===== config.mk =====
export PLATFORM = sky130hd
export DESIGN_NAME = id_ex_pipeline_reg
export DESIGN_NICKNAME = d
export VERILOG_FILES = /design/src/rtl/riscv_pkg.sv /design/src/rtl/wb_bypass_mux.sv /design/src/rtl/id_ex_pipeline_reg.sv
export SDC_FILE = /design/constraint.sdc
export NUM_CORES = 1
export LEC_CHECK = 0
export CORE_AREA = 2 2 262 264
export DETAILED_ROUTE_END_ITERATION = 6
export DIE_AREA = 0 0 264 266
export PLACE_DENSITY = 0.44
export SETUP_SLACK_MARGIN = 0.4
export SLEW_MARGIN = 20
export SYNTH_ARGS = -nofsm -noshare
export SYNTH_HDL_FRONTEND = slang
export SYNTH_HIERARCHICAL = 1
export SYNTH_SLANG_ARGS = --single-unit

===== constraint.sdc =====
create_clock -name clk -period 11 [get_ports clk]
set_input_delay 1.1 -clock clk [delete_from_list [all_inputs] [get_ports clk]]
set_output_delay 1.1 -clock clk [all_outputs]
set_load 0.03 [all_outputs]

===== src/rtl/riscv_pkg.sv =====
// ----------------------------------------------------------------------------
// riscv_pkg
//   Definitions shared by the decode/execute pipeline blocks: datapath widths,
//   the layout of the 9-bit control word produced by the decoder, and the
//   2-bit ALU operation encodings carried inside that word.
//
//   Control word layout (MSB first):
//     [8] reg_write  [7] mem_read  [6] mem_write  [5] mem_to_reg
//     [4] branch     [3] alu_src   [2:1] alu_op   [0] reserved
// ----------------------------------------------------------------------------
package riscv_pkg;

   localparam int XLEN    = 64;
   localparam int REG_AW  = 5;
   localparam int CTRL_W  = 9;
   localparam int FUNCT_W = 4;

   // Bit positions inside the control word
   localparam int CTRL_REG_WRITE  = 8;
   localparam int CTRL_MEM_READ   = 7;
   localparam int CTRL_MEM_WRITE  = 6;
   localparam int CTRL_MEM_TO_REG = 5;
   localparam int CTRL_BRANCH     = 4;
   localparam int CTRL_ALU_SRC    = 3;
   localparam int CTRL_ALU_OP     = 1;   // LSB of the 2-bit alu_op field
   localparam int CTRL_ALU_OP_W   = 2;
   localparam int CTRL_RSVD       = 0;   // carried through untouched

   typedef enum logic [1:0] {
      ALU_OP_ADD   = 2'b00,   // loads/stores: address add
      ALU_OP_SUB   = 2'b01,   // branch compare
      ALU_OP_RTYPE = 2'b10    // decode further from funct bits
   } alu_op_e;

   // Extract the ALU operation field from a control word
   function automatic alu_op_e ctrl_alu_op(input logic [CTRL_W-1:0] ctrl);
      return alu_op_e'(ctrl[CTRL_ALU_OP +: CTRL_ALU_OP_W]);
   endfunction

   // True when the control word describes an instruction that writes a register
   function automatic logic ctrl_writes_reg(input logic [CTRL_W-1:0] ctrl);
      return ctrl[CTRL_REG_WRITE];
   endfunction

endpackage


===== src/rtl/wb_bypass_mux.sv =====
// ----------------------------------------------------------------------------
// wb_bypass_mux
//   Combinational operand selector placed between the register-file read port
//   and the ID/EX register. A write-back landing on the same clock edge is not
//   yet visible on the register-file read port, so the write data is forwarded
//   here instead. Register x0 always reads as zero, which also guarantees that
//   a write-back to x0 can never be forwarded.
//
//   Ports:
//     rs            in   REG_AW  source register index
//     rdata         in   XLEN    register-file read data for rs
//     wb_reg_write  in   1       write-back stage is writing this cycle
//     wb_rd         in   REG_AW  write-back destination index
//     wb_data       in   XLEN    write-back data
//     operand       out  XLEN    selected operand
// ----------------------------------------------------------------------------
module wb_bypass_mux #(
   parameter int XLEN   = 64,
   parameter int REG_AW = 5
) (
   input  logic [REG_AW-1:0] rs,
   input  logic [XLEN-1:0]   rdata,
   input  logic              wb_reg_write,
   input  logic [REG_AW-1:0] wb_rd,
   input  logic [XLEN-1:0]   wb_data,
   output logic [XLEN-1:0]   operand
);

   logic rs_is_x0;
   logic wb_hit;

   assign rs_is_x0 = (rs == '0);
   assign wb_hit   = wb_reg_write && (wb_rd == rs);

   always_comb begin
      operand = rdata;
      if (rs_is_x0) begin
         operand = '0;
      end else if (wb_hit) begin
         operand = wb_data;
      end
   end

endmodule


===== src/rtl/id_ex_pipeline_reg.sv =====
// ----------------------------------------------------------------------------
// id_ex_pipeline_reg
//   ID/EX pipeline register. Captures the decoded instruction (PC, operands,
//   immediate, register indices, control and funct bits) one cycle after
//   decode, forwarding same-cycle write-back data into the operands.
//
//   Per clock edge, in priority order:
//     flush              -> insert a bubble (everything zero, counter +1)
//     stall              -> hold every output, counter included
//     valid_in == 0      -> insert a bubble (counter +1)
//     otherwise          -> capture the decoded instruction
//
//   Ports:
//     clk, reset                 clock; asynchronous active-high reset
//     valid_in, stall, flush     slot valid and hazard-unit controls
//     pc_in, imm_in              PC and sign-extended immediate
//     rs1_in, rs2_in, rd_in      register indices
//     rdata1_in, rdata2_in       register-file read data
//     ctrl_in, funct_in          decoder control word and funct bits
//     wb_reg_write, wb_rd, wb_data   write-back port, used for forwarding
//     valid_out ... funct_out    registered copies for the EX stage
//     bubble_cnt                 saturating count of bubbles entered into EX
// ----------------------------------------------------------------------------
module id_ex_pipeline_reg #(
   parameter int XLEN   = riscv_pkg::XLEN,
   parameter int REG_AW = riscv_pkg::REG_AW,
   parameter int CNT_W  = 32
) (
   input  logic                          clk,
   input  logic                          reset,
   input  logic                          valid_in,
   input  logic                          stall,
   input  logic                          flush,
   input  logic [XLEN-1:0]               pc_in,
   input  logic [REG_AW-1:0]             rs1_in,
   input  logic [REG_AW-1:0]             rs2_in,
   input  logic [REG_AW-1:0]             rd_in,
   input  logic [XLEN-1:0]               rdata1_in,
   input  logic [XLEN-1:0]               rdata2_in,
   input  logic [XLEN-1:0]               imm_in,
   input  logic [riscv_pkg::CTRL_W-1:0]  ctrl_in,
   input  logic [riscv_pkg::FUNCT_W-1:0] funct_in,
   input  logic                          wb_reg_write,
   input  logic [REG_AW-1:0]             wb_rd,
   input  logic [XLEN-1:0]               wb_data,
   output logic                          valid_out,
   output logic [XLEN-1:0]               pc_out,
   output logic [XLEN-1:0]               imm_out,
   output logic [REG_AW-1:0]             rs1_out,
   output logic [REG_AW-1:0]             rs2_out,
   output logic [REG_AW-1:0]             rd_out,
   output logic [XLEN-1:0]               op1_out,
   output logic [XLEN-1:0]               op2_out,
   output logic [riscv_pkg::CTRL_W-1:0]  ctrl_out,
   output logic [riscv_pkg::FUNCT_W-1:0] funct_out,
   output logic [CNT_W-1:0]              bubble_cnt
);

   import riscv_pkg::*;

   localparam logic [CNT_W-1:0] CNT_MAX = '1;
   localparam logic [CNT_W-1:0] CNT_ONE = {{(CNT_W-1){1'b0}}, 1'b1};

   // Saturating increment: the counter sticks at all-ones instead of wrapping
   function automatic logic [CNT_W-1:0] sat_inc(input logic [CNT_W-1:0] c);
      return (c == CNT_MAX) ? c : c + CNT_ONE;
   endfunction

   // ---- Decode side: operand forwarding ----
   logic [XLEN-1:0] op1_fwd;
   logic [XLEN-1:0] op2_fwd;

   wb_bypass_mux #(
      .XLEN   (XLEN),
      .REG_AW (REG_AW)
   ) u_bypass_op1 (
      .rs           (rs1_in),
      .rdata        (rdata1_in),
      .wb_reg_write (wb_reg_write),
      .wb_rd        (wb_rd),
      .wb_data      (wb_data),
      .operand      (op1_fwd)
   );

   wb_bypass_mux #(
      .XLEN   (XLEN),
      .REG_AW (REG_AW)
   ) u_bypass_op2 (
      .rs           (rs2_in),
      .rdata        (rdata2_in),
      .wb_reg_write (wb_reg_write),
      .wb_rd        (wb_rd),
      .wb_data      (wb_data),
      .operand      (op2_fwd)
   );

   // Flush overrides stall; an empty decode slot only becomes a bubble when
   // the stage is actually advancing.
   logic take_bubble;
   logic take_instr;

   assign take_bubble = flush | (~stall & ~valid_in);
   assign take_instr  = ~flush & ~stall & valid_in;

   // ---- ID/EX register ----
   always_ff @(posedge clk or posedge reset) begin
      if (reset) begin
         valid_out <= 1'b0;
         pc_out    <= '0;
         imm_out   <= '0;
         rs1_out   <= '0;
         rs2_out   <= '0;
         rd_out    <= '0;
         op1_out   <= '0;
         op2_out   <= '0;
         ctrl_out  <= '0;
         funct_out <= '0;
      end else if (take_bubble) begin
         // A bubble carries no data either, so EX never sees stale fields
         valid_out <= 1'b0;
         pc_out    <= '0;
         imm_out   <= '0;
         rs1_out   <= '0;
         rs2_out   <= '0;
         rd_out    <= '0;
         op1_out   <= '0;
         op2_out   <= '0;
         ctrl_out  <= '0;
         funct_out <= '0;
      end else if (take_instr) begin
         valid_out <= 1'b1;
         pc_out    <= pc_in;
         imm_out   <= imm_in;
         rs1_out   <= rs1_in;
         rs2_out   <= rs2_in;
         rd_out    <= rd_in;
         op1_out   <= op1_fwd;
         op2_out   <= op2_fwd;
         ctrl_out  <= ctrl_in;
         funct_out <= funct_in;
      end
   end

   // ---- Bubble counter ----
   always_ff @(posedge clk or posedge reset) begin
      if (reset) begin
         bubble_cnt <= '0;
      end else if (take_bubble) begin
         bubble_cnt <= sat_inc(bubble_cnt);
      end
   end

endmodule


==> results.txt, run 1 <==
----------------------------------------------------
[Power]
  Switching fraction of total power ... 28.00%
  P_sw ... 0.0009031 W
  Gate power share ... 17.9%
  Peak supply drop ... 0.08698 mV
  Share of power burned in registers ... 39.3%
  Pleak ... 9.687 nW
  Clock network fraction of total power ... 42.8%
  Power density over cell area ... 141.8 mW/mm^2
  Int Power ... 0.002323 W

[Routing]
  Drt first pass iters ... 4
  Vias per inst ... 4.755
  Met2 wirelength from detailed routing ... 32.08 mm
  DRC Markers ... 0
  Highest metal layer with signal wires ... met5
  Routed metal-1 wirelength ... 26.48 mm
  Post-detailed-route wirelength per cell ... 23.65 um
  WL final ... 65.88 mm
  Via count ... 13240
  Routed length on met3 ... 5.385 mm
  Number of routed nets with antenna violations ... 0
  Detailed router's first-iteration violation count ... 797

[Die]
  Total die area ... 0.07022 sq mm
  Number of primary I/O pins ... 676
  Starting density of the core ... 20.54%
  # rows ... 96
  Chip Height ... 266 um
  Core area ... 0.06775 sq mm
  Chip Width ... 264 um

[Synthesis]
  Gate count of the mapped netlist ... 1260
  Number of distinct library cell variants in the gate-level netlist after synthesis ... 40
  Fraction of the yosys area taken by sequential cells ... 57.02%
  Syn. warnings ... 6
  Post-Syn Area per Cell ... 11.04 sq um
  Main synth FF type ... dfrtp_1
  Area share of the leading cell type in the synthesized netlist ... 57.02%
  Number of enable flip-flop cells after synthesis ... 0
  Share of synthesized registers carrying an async set or reset ... 100.0%
  Biggest area contributors in the synthesized netlist ... dfrtp_1, a22o_1, nand4_1
  Post-synth top area cell ... dfrtp_1
  Mapped Area ... 0.01391 sq mm
  Number of nets in the synthesized netlist ... 1620
  Flip-flop and latch count after synthesis ... 317

[Setup path]
  Slowest cell on crit path ... buf_4
  Kind of critical path ... input port to register
  Longest individual stage delay on the worst path ... 0.65 ns
  Data required time at the worst endpoint ... 11.44 ns
  Worst EP arrival ... 4.10 ns
  Kind of cell with the highest combined delay on the critical path ... buffers and inverters
  Type of destination of the critical path ... register
  Maximum fanout along the worst path ... 65
  Cell-by-cell listing of the critical path ... clkdlybuf4s50_1 -> xor2_1 -> nor4_4 -> buf_4 -> and2_2 -> buf_4 -> o21ai_0 -> a22o_1
  Kind of start point of the critical path ... input port
  Worst r2r path cells ... 5
  Most repeated library cell on the critical path ... buf_4
  Crit path depth ... 8
  Number of buffer and inverter stages on the critical path ... 3

[Timing]
  Final setup skew ... 0.007165 ns
  Final hold vios ... 0
  Highest clock rate ... 0.2729 GHz
  Relative slew slack ... 32.57%
  Worst-Margin Slew ... 1.011 ns
  Post-route clock period utilization ... 33.31%
  Worst hold slack after final layout ... 0.5011 ns
  Min cycle time layout ... 3.664 ns
  Max-slew violation total from the final report ... 0
  Count of final setup violators ... 0
  Setup repair after global routing missed its margin ... false
  Final total negative setup slack ... 0 ns

[CTS]
  Clock latency reported for the late side of the worst-skew pair ... 0.55 ns
  Number of setup buffers added after CTS ... 0
  Clock root buffer ... clkbuf_16
  Max H-tree Level ... 2
  Register clock-pin slew on the reported worst setup and hold paths ... 0.06 ns
  # resized after CTS ... 0
  Number of sinks on the clock net ... 317
  CTS Buf Count ... 42
  CTS Hold Bufs ... 0
  TritonCTS clock tree ... done
  Clock Path Buffers ... 3

[Layout]
  Highest-count cells in the layout ignoring fill and taps ... clkdlybuf4s50_1, dfrtp_1, a22o_1
  Proportion of layout cells with a drive suffix above 1 ... 5.132%
  Area Growth Syn to Fin ... 63.56%
  Most common cell after layout, fill and taps aside ... clkdlybuf4s50_1
  Post-route cell area ... 0.02275 sq mm
  NumNets Final ... 2221

[Global routing]
  Vias in the first global route ... 13790
  Largest net degree at the start of global routing ... 170
  Wire length of the first global-routing pass ... 96.21 mm
  Antenna violations before repair ... 17
  GRT Resource Usage Total ... 18.06%
  Sum of overflow across all layers after global routing ... 0

[Flow run]
  Reported max-cap violation count ... 0

[Placed design]
  Detailed placer's ending HPWL ... 45.90 mm
  Routability Congestion ... 0.8170
  Placement-stage cell area ... 0.02135 sq mm
  Port-buffer cells ... 675

[Status]
  Result of the run ... finished clean

[Min path]
  Cell depth of the worst min-delay path ... 1
  Worst hold path type ... register to register

----------------------------------------------------
[logic make-up after synthesis]
kind of cell / after synthesis / synth area share (%)
AOI/OAI and AO/OA: 424 / 23.13
xor gates and xnor gates: 38 / 2.392
adders and majority gates: 1 / 0.08992
buffers and inverters: 139 / 4.686
DFF: 317 / 57.02
muxes: 1 / 0.08094
and+or+nand+nor: 340 / 12.60
[Yosys cell counts (all sizes together), types with 2 or more instances]
cell and instances:
xor2 18, nor3 7, clkbuf 98, o21ai 128, or4 2, a22o 284
inv 4, nand4 139, a21oi 3, o31ai 2, buf 37, nand2 143
and2 4, xnor2 20, nand3 15, nor2 10, nor4 5, and4 2
nor3b 3, and3 7, dfrtp 317
[per-layer routing]
layer  track usage (%)  vias up
met2             30.14      536
met5                 0        -
met4             6.158        8
li1                  -     5999
met3             6.091       94
met1             21.75     6606
[path summary, 6_finish.rpt]
check / start / endpoint / slack (ns)
setup / recovery: rs2_in[1] / op2_out[14] / 7.34
hold / removal: imm_out[61] / imm_out[61] / 0.50
setup reg to reg: bubble_cnt[13] / bubble_cnt[1] / 8.79
hold reg to reg: imm_out[61] / imm_out[61] / 0.50
max in group asynchronous: reset / bubble_cnt[5] / 8.48
min in group asynchronous: reset / pc_out[13] / 1.02
[power groups by stage]
stage | sequential (W) | combinational [W] | clock (W)
final | 0.00127 | 0.000579 | 0.00138
after CTS | 0.00127 | 0.000586 | 0.00143
after global placement | 0.00128 | 0.000585 | 0
after detailed placement | 0.00129 | 0.000585 | 0
after floorplan | 0.00139 | 0.000156 | 0
after global routing | 0.00127 | 0.000616 | 0.00148
[state kept, by name (all words and copies together) (netlist names)]
register	flops
pc_out	64
rs2_out	5
op1_out	64
rd_out	5
rs1_out	5
valid_out	1
bubble_cnt	32
ctrl_out	9
op2_out	64
imm_out	64
funct_out	4
[layout make-up]
class	count	area [sq um]
diodes	13	32.53
repair buffers	692	6909
clock buffers	65	1267
fillers	6867	44990
flip-flops and latches	317	7933
clock inverters	8	108.9
well taps	882	1104
multi-input cells	804	5378
inverters	4	22.52
[stage by stage]
stage | total power [W] | util [%] | instances | setup slack [ns]
6_report | 0.003226 | 33.59 | 2785 | 7.336
5_1_grt | 0.003365 | 33.58 | 2784 | 7.187
4_1_cts | 0.003278 | 33.54 | 2772 | 7.333
3_5_place_dp | 0.001870 | 31.51 | 2699 | 6.734
3_3_place_gp | 0.001870 | 31.51 | 2699 | 6.744
2_1_floorplan | 0.001542 | - | 1260 | 1.129
No activity file was read; power rests on OpenSTA's default activity.
==> inputs of run 2 (changes only) <==
--- a/config.mk
+++ b/config.mk
@@ -5,10 +5,10 @@
 export SDC_FILE = /design/constraint.sdc
 export NUM_CORES = 1
 export LEC_CHECK = 0
-export CORE_AREA = 2 2 262 264
+export CORE_AREA = 2 2 264 266
 export DETAILED_ROUTE_END_ITERATION = 6
-export DIE_AREA = 0 0 264 266
-export PLACE_DENSITY = 0.44
+export DIE_AREA = 0 0 266 268
+export PLACE_DENSITY = 0.46
 export SETUP_SLACK_MARGIN = 0.4
 export SLEW_MARGIN = 20
 export SYNTH_ARGS = -nofsm -noshare
==> constraint.sdc (replaced) <==
create_clock -name clk -period 3.3 [get_ports clk]
set_input_delay 0.33 -clock clk [delete_from_list [all_inputs] [get_ports clk]]
set_output_delay 0.33 -clock clk [all_outputs]
set_load 0.03 [all_outputs]
==> run 2 against run 1 <==
- clock skew is 0.0043 ns higher
- cell count is 0.18% higher
- sequential share of layout area is 0.39 points lower
- clock-buffer cell count is 6 lower
- critical path type is now register to output pin
- largest cell class unchanged
==> results.txt, run 2 (synthesis gave the netlist of run 1 again) <==
----------------------------------------------------
[Timing]
  Worst-Margin Slew ... 0.8987 ns (-0.1127 ns)
  Final total negative setup slack ... 0 ns (unchanged)
  Worst hold slack after final layout ... 0.1125 ns (-0.3886 ns)
  Count of final setup violators ... 0 (unchanged)
  Highest clock rate ... 0.4611 GHz
  Final setup skew ... 0.01147 ns (+0.004302 ns)
  Final hold vios ... 0 (unchanged)
  Setup repair after global routing missed its margin ... false
  Post-route clock period utilization ... 65.72%
  Max-slew violation total from the final report ... 0 (unchanged)
  Relative slew slack ... 40.08% (+7.5 points)
  Min cycle time layout ... 2.169 ns

[CTS]
  Register clock-pin slew on the reported worst setup and hold paths ... 0.06 ns (about the same)
  Number of sinks on the clock net ... 317 (unchanged)
  Clock latency reported for the late side of the worst-skew pair ... 0.57 ns (+0.02 ns)
  Clock root buffer ... clkbuf_16
  Max H-tree Level ... 2 (unchanged)
  CTS Hold Bufs ... 0 (unchanged)
  # resized after CTS ... 0 (unchanged)
  TritonCTS clock tree ... done
  Number of setup buffers added after CTS ... 0 (unchanged)
  CTS Buf Count ... 42 (unchanged)
  Clock Path Buffers ... 3 (unchanged)

[Placed design]
  Placement-stage cell area ... 0.02158 sq mm (+1.1%)
  Port-buffer cells ... 675 (unchanged)
  Instance count after placement with tap cells included ... 2708 (+0.33%)
  Routability Congestion ... 0.8374 (+2.5%)
  Detailed placer's ending HPWL ... 46.53 mm (+1.4%)

[Routing]
  Number of routed nets with antenna violations ... 0 (unchanged)
  Vias per inst ... 4.774 (+0.39%)
  Drt first pass iters ... 5 (+1)
  Via count ... 13320 (+0.57%)
  Detailed router's first-iteration violation count ... 765 (-4.0%)
  DRC Markers ... 0 (unchanged)
  WL final ... 66.22 mm (+0.52%)
  Post-detailed-route wirelength per cell ... 23.74 um (+0.34%)

[Power]
  Power density over cell area ... 471.7 mW/mm^2 (+230%)
  Peak supply drop ... 0.2838 mV (+230%)
  Pleak ... 9.799 nW (+1.2%)
  Overall power ... 0.01085 W (+240%)

[Layout]
  Highest-count cells in the layout ignoring fill and taps ... clkdlybuf4s50_1, dfrtp_1, a22o_1
  Post-route insts no fill ... 2790 (+0.18%)
  Post-route cell area ... 0.02301 sq mm (+1.1%)
  Area Growth Syn to Fin ... 65.39%
  Proportion of layout cells with a drive suffix above 1 ... 5.786% (+0.65 points)
  NumNets Final ... 2230 (+0.41%)
  Most common cell after layout, fill and taps aside ... clkdlybuf4s50_1
  Count of filler cells inserted in the layout ... 6911 (+0.64%)

[Global routing]
  Largest net degree at the start of global routing ... 129 (-24%)
  Sum of overflow across all layers after global routing ... 0 (unchanged)
  Wire length of the first global-routing pass ... 96.19 mm (about the same)
  GRT Resource Usage Total ... 17.77% (-0.29 points)
  Antenna violations before repair ... 8 (-9)
  Vias in the first global route ... 13930 (+1.0%)

[Status]
  Result of the run ... finished clean

[Flow run]
  Reported max-cap violation count ... 0 (unchanged)

[Die]
  Core area ... 0.06823 sq mm (+0.71%)
  Chip Width ... 266 um (+0.76%)
  Chip Height ... 268 um (+0.75%)
  Total die area ... 0.07129 sq mm (+1.5%)
  # rows ... 96 (unchanged)
  Number of primary I/O pins ... 676 (unchanged)
  Starting density of the core ... 20.39% (-0.14 points)

[Setup path]
  Worst EP arrival ... 1.84 ns (-2.26 ns)
  Cell-by-cell listing of the critical path ... clkdlybuf4s50_1
  Worst r2r path cells ... 6 (+1)
  Kind of start point of the critical path ... register
  Number of buffer and inverter stages on the critical path ... 1 (-2)
  Data required time at the worst endpoint ... 2.97 ns (-8.47 ns)
  Crit path depth ... 1 (-7)
  Type of destination of the critical path ... output pin
  Kind of critical path ... register to output pin
  Longest individual stage delay on the worst path ... 0.78 ns (+0.13 ns)
  Kind of cell with the highest combined delay on the critical path ... buffers and inverters
  Maximum fanout along the worst path ... 6 (-91%)
  Slowest cell on crit path ... clkdlybuf4s50_1

[Min path]
  Worst hold path type ... input port to async pin

----------------------------------------------------
## run 2: changes by cell type in the layout (fill, tap and decap cells not counted), sizes merged
| cell | delta |
|---|---|
| buf | +9 |
| clkbuf | -6 |
| clkinv | +6 |
| diode | -6 |
| clkinvlp | +2 |
| bufinv | +1 |
| inv | -1 |
## run 2: path summary, 6_finish.rpt
kind                                from            end  slack (ns)
min reg2reg                  ctrl_out[2]    ctrl_out[2]        0.50
max in group asynchronous          reset     op2_out[5]        2.13
max reg2reg                bubble_cnt[0]  bubble_cnt[1]        1.15
min                                reset     pc_out[35]        0.11
min in group clk               imm_in[3]     imm_out[3]        0.35
max                        bubble_cnt[6]  bubble_cnt[6]        1.13
## run 2: final cells by class
class	count	area (sq um)	area share, %
sequential	317	7933	34.48
timing repair buffer	701	7152	31.08
multi-input combinational	804	5378	23.37
clock buffer	59	1205	5.237
tap	882	1104	4.796
clock inverter	16	202.7	0.8809
inverter	4	18.77	0.08157
antenna	7	17.52	0.07613
## run 2: through the flow
step | util, % | setup WS, ns
3_5_place_dp | 31.64 | 0.6563
4_1_cts | 33.70 | 1.089
5_1_grt | 33.71 | 0.8821
3_3_place_gp | 31.64 | 0.6523
2_1_floorplan | - | -1.255
6_report | 33.73 | 1.131
## run 2: report_power, final
part           internal [W]  total [W]  switching [W]
clock               0.00280    0.00468        0.00188
sequential          0.00407    0.00422       0.000150
combinational      0.000908    0.00196        0.00105
total               0.00778     0.0109        0.00308
## run 2: per-layer routing
| layer | vias up | track usage, % | wire length, um |
|---|---|---|---|
| li1 | 5997 | - | - |
| met1 | 6680 | 21.59 | 26910 |
| met2 | 548 | 30.56 | 32780 |
| met3 | 88 | 5.471 | 5255 |
| met4 | 6 | 4.540 | 1231 |
| met5 | - | 0 | 44 |
